### src/rtl/valve_jk_driver.sv
// valve_jk_driver: debounced irrigation valve sequencer driving a JK flip-flop's J/K inputs,
// with bounded watering time, enforced off-time and stuck-latch detection via Q feedback.
module valve_jk_driver #(
    parameter int DEB_CYCLES = 4,
    parameter int MAX_ON     = 16,
    parameter int MIN_OFF    = 8,
    parameter int CNT_W      = 8
) (
    input  logic       CLK,
    input  logic       RESET,
    input  logic       ENABLE,
    input  logic       DRY,
    input  logic       TANK_LOW,
    input  logic       VALVE_Q,
    output logic       J,
    output logic       K,
    output logic       ALARM,
    output logic       TANK_ALARM,
    output logic       BUSY,
    output logic [2:0] STATE
);
    typedef enum logic [2:0] {
        IDLE    = 3'd0,
        DEB     = 3'd1,
        OPEN    = 3'd2,
        WATER   = 3'd3,
        CLOSE   = 3'd4,
        HOLDOFF = 3'd5,
        FAULT   = 3'd6
    } state_t;

    localparam logic [CNT_W-1:0] DEB_LAST = CNT_W'(DEB_CYCLES - 1);
    localparam logic [CNT_W-1:0] ON_LAST  = CNT_W'(MAX_ON - 1);
    localparam logic [CNT_W-1:0] OFF_LAST = CNT_W'(MIN_OFF - 1);

    state_t           state_q, state_d;
    logic [CNT_W-1:0] cnt_q, cnt_d;
    logic [1:0]       dry_q, tank_q;
    logic             j_q, k_q, alarm_q;
    logic             dry_s, tank_low_s, go;

    assign dry_s      = dry_q[1];
    assign tank_low_s = tank_q[1];
    assign go         = ENABLE && dry_s && !tank_low_s;

    always_comb begin
        state_d = state_q;
        case (state_q)
            IDLE:    state_d = go ? DEB : IDLE;
            DEB:     state_d = !go ? IDLE : (cnt_q == DEB_LAST) ? OPEN : DEB;
            OPEN:    state_d = WATER;
            // a valve that never latched outranks every normal exit
            WATER:   state_d = (cnt_q != '0 && !VALVE_Q) ? FAULT :
                               (!go || cnt_q == ON_LAST) ? CLOSE : WATER;
            CLOSE:   state_d = HOLDOFF;
            HOLDOFF: state_d = (cnt_q != '0 && VALVE_Q) ? FAULT :
                               (cnt_q == OFF_LAST) ? IDLE : HOLDOFF;
            FAULT:   state_d = ENABLE ? FAULT : IDLE;
            default: state_d = IDLE;
        endcase
        cnt_d = (state_d != state_q || state_q == IDLE || state_q == FAULT) ? '0 : cnt_q + CNT_W'(1);
    end

    // J/K/ALARM are registered from the next state so they line up with STATE
    always_ff @(posedge CLK or negedge RESET) begin
        if (!RESET) begin
            state_q <= IDLE;
            cnt_q   <= '0;
            dry_q   <= '0;
            tank_q  <= '0;
            j_q     <= 1'b0;
            k_q     <= 1'b0;
            alarm_q <= 1'b0;
        end else begin
            state_q <= state_d;
            cnt_q   <= cnt_d;
            dry_q   <= {dry_q[0], DRY};
            tank_q  <= {tank_q[0], TANK_LOW};
            j_q     <= state_d == OPEN;
            k_q     <= state_d == CLOSE || state_d == FAULT;
            alarm_q <= state_d == FAULT;
        end
    end

    assign J          = j_q;
    assign K          = k_q;
    assign ALARM      = alarm_q;
    assign TANK_ALARM = tank_low_s;
    assign BUSY       = state_q != IDLE;
    assign STATE      = state_q;
endmodule

### config.mk
export PLATFORM = sky130hd
export DESIGN_NAME = valve_jk_driver
export DESIGN_NICKNAME = d
export VERILOG_FILES = /design/src/rtl/valve_jk_driver.sv
export SDC_FILE = /design/constraint.sdc
export NUM_CORES = 1
export LEC_CHECK = 0
export BUFFER_PORTS_ARGS = -buffer_cell sky130_fd_sc_hd__buf_2
export CAP_MARGIN = 40
export CORE_MARGIN = 2
export CORE_UTILIZATION = 52
export CTS_BUF_LIST = sky130_fd_sc_hd__clkbuf_8
export DETAILED_ROUTE_END_ITERATION = 10
export PLACE_DENSITY = 0.81
export SKIP_LAST_GASP = 1
export SYNTH_ARGS = -nofsm -noshare
export SYNTH_HDL_FRONTEND = slang
export SYNTH_SLANG_ARGS = --single-unit
### constraint.sdc
create_clock -name CLK -period 1.9 [get_ports CLK]
set_input_delay 0.19 -clock CLK [delete_from_list [all_inputs] [get_ports CLK]]
set_output_delay 0.19 -clock CLK [all_outputs]
set_load 0.005 [all_outputs]
==> impl_metrics.json <==
{
  "status": "finished clean",
  "max_freq_mhz": 538,
  "drt-vias-per-instance": 6.06,
  "async_reset_ff_share_pct": 100,
  "yosys.area.top_type": "dfrtp_1",
  "p_sw_share_pct": 39.2,
  "max_stage_delay_ps": 610,
  "cp_slowest_cell": "or4_4",
  "critical_path_class": "reg2reg",
  "setup_violations": 0,
  "htreeDepth": 1,
  "yosysWarnings": 0,
  "clk-insertion-delay-late_ps": 260,
  "wl_per_cell_um": 19.5,
  "crit_buf_inv": 0,
  "path_cells": "or4_4 > o21ai_4 > a32oi_4 > a211oi_2",
  "diodes": 0,
  "clock-sinks": 18,
  "pin_count": 14,
  "vias": 836,
  "dp_slack_ps": -51.9,
  "fin_skew_ps": 1.82,
  "ys_seq_elements": 18,
  "synth_cell_types": 38,
  "maxCapViolations": 0,
  "hold_violations": 0,
  "gp_congestion": 0.960,
  "internal_power_uw": 927,
  "cts_tree": "done",
  "peakVddDrop_v": 0.000869,
  "final_area_um2": 1330,
  "hpwl_um": 1510,
  "syn_avg_cell_area_um2": 11.0,
  "cp_max_fo": 5,
  "tns_ps": 0,
  "synth_edf_count": 0,
  "dpl_cell_area_um2": 1080,
  "cpLargestDelayFamily": "compound AO/OA/AOI/OAI gates",
  "syn-cell-area_um2": 936,
  "synth_seq_area_share_pct": 48.1,
  "p_sw_uw": 598,
  "layout-drive-gt1-share_pct": 48.7,
  "routed-wl-met2_um": 1390,
  "combPwrFrac_pct": 47.1,
  "rows": 15,
  "slew_headroom_pct": 66.6,
  "ant_nets": 0,
  "drt-met1-wl_um": 1110,
  "drcViolationCount": 0,
  "top_layer_used": "met4",
  "final_util_pct": 78.1,
  "layout.nets": 122,
  "seqPwrFrac_pct": 32.1,
  "overflow": 0,
  "cts-root-buf": "clkbuf_8",
  "antenna_found_initial": 0,
  "slew_viol_final": 0,
  "io_buffers": 13,
  "pwr_density_cell_nw_per_um2": 1140,
  "leakage_uw": 0.000584,
  "grt_pass1_wl_um": 4310,
  "synth_area_leaders": "dfrtp_1 48%, a211oi_1 5.6%, xnor2_1 4.7%",
  "pwr-share-clk_pct": 20.8,
  "fin_crit_ps": 1860,
  "critPathRequiredTime_ps": 2080,
  "hold_class": "in2reg",
  "syn2layout_area_growth_pct": 42.5,
  "dieArea_um2": 2160,
  "worst_pin_slew_ps": 501,
  "worstPathArrival_ps": 2030,
  "clk_pin_slew_ps": 70,
  "synth.most_common_cell": "dfrtp_1",
  "grt_max_degree": 19,
  "yosysTopAreaCellShare_pct": 48.1,
  "die-width_um": 46.4,
  "grtUsageTotal_pct": 30.0,
  "initial_core_util_pct": 54.8,
  "fin_crit_sh_pct": 97.8,
  "worst_slack_ps": 42.5,
  "synth_nets": 93,
  "p_total_uw": 1530,
  "numCtsBuffers": 3,
  "drtIter0Drc": 22,
  "cp-end-kind": "flip-flop",
  "core_um2": 1710,
  "dr.pass1.iters": 4,
  "met3_length_um": 122,
  "synth.top_cells.by_count": "18 x dfrtp_1, 7 x a211oi_1, 6 x nand2_1",
  "grt_pass1_vias": 918,
  "synth_ff_type": "dfrtp_1",
  "netlist_instances": 85,
  "routed_wl_um": 2690,
  "die_y_um": 46.4,
  "clk_path_buf_depth": 2,
  "start_kind": "flip-flop"
}
-- path summary, 6_finish.rpt --
kind	depth (start not counted)	endpoint	slack (ps)	start
worst max-delay path	4	cnt_q[5]	40	cnt_q[5]
max in group asynchronous	2	cnt_q[5]	1200	RESET
worst min-delay path	1	dry_q[0]	30	DRY
min in group asynchronous	2	ALARM	390	RESET
worst max register to register	4	cnt_q[5]	40	cnt_q[5]
worst min register to register	0	dry_q[1]	370	dry_q[0]
-- logic make-up after synthesis --
logic type,share of synthesized area (%)
AND/OR/NAND/NOR,20.9
AO/OA/AOI/OAI,18.3
flip-flops,48.1
XOR/XNOR,6.55
buffers and inverters,2.41
adder cells (fa/ha/maj),2.67
multiplexers,1.07
-- worst register-to-register path, cell delays in order (launching register included) --
cell and delay, ps:
dfrtp_2 450, or4_4 610, o21ai_4 250, a32oi_4 210
a211oi_2 260
-- state kept, by name (all words and copies together) (netlist names) --
name,cells
tank_q,2
ALARM,1
STATE,3
J,1
dry_q,2
K,1
cnt_q,8
-- power by group through the flow --
stage	registers (µW)	clock network (µW)	logic [µW]
finish	489	318	718
CTS	487	321	603
global placement	489	0	464
floorplan	482	0	308
global route	500	342	773
detailed placement	494	0	490
-- per-stage QoR --
step,std cells,hold WS (ps)
CTS,135,30.2
global placement,128,131
finish,138,30.8
global route,138,15.4
detailed placement,128,143
floorplan,85,-106
-- per-layer routing --
| metal | GRT usage, % | vias up |
|---|---|---|
| li1 | - | 385 |
| met1 | 34.8 | 416 |
| met2 | 50.0 | 29 |
| met3 | 11.4 | 6 |
| met4 | 10.9 | 0 |
| met5 | 0 | - |
-- cell usage in the layout, fill, tap and decap left out, types with 2 or more instances in the layout --
master    instances
dfrtp_1          17
buf_2            13
buf_4            10
a211oi_2          7
nand2_1           6
xnor2_1           5
clkbuf_8          4
o211ai_1          3
a21oi_1           3
inv_1             2
nor4_2            2
a32oi_4           2
nand4b_4          2
nor2_1            2
or3b_2            2
nand3_1           2
xor2_1            2
-- cell type report --
type                    instances  area (µm²)
well taps                      25        31.3
multi-input cells              63         631
clock buffers                   4        55.1
inverters                       4        15.0
fillers                       103         374
repair buffers                 24         150
flip-flops and latches         18         452
-- what timing repair did --
action | 4_1_cts | 5_1_grt
resized for setup | 15 | 13
pin swaps | 3 | 7
buffers inserted | 0 | 3
endpoints found under the hold margin | 18 | 0
gates cloned | 2 | 0
setup endpoints to repair | 9 | 12
hold buffers | 1 | 0
No activity file was read; power rests on OpenSTA's default activity.
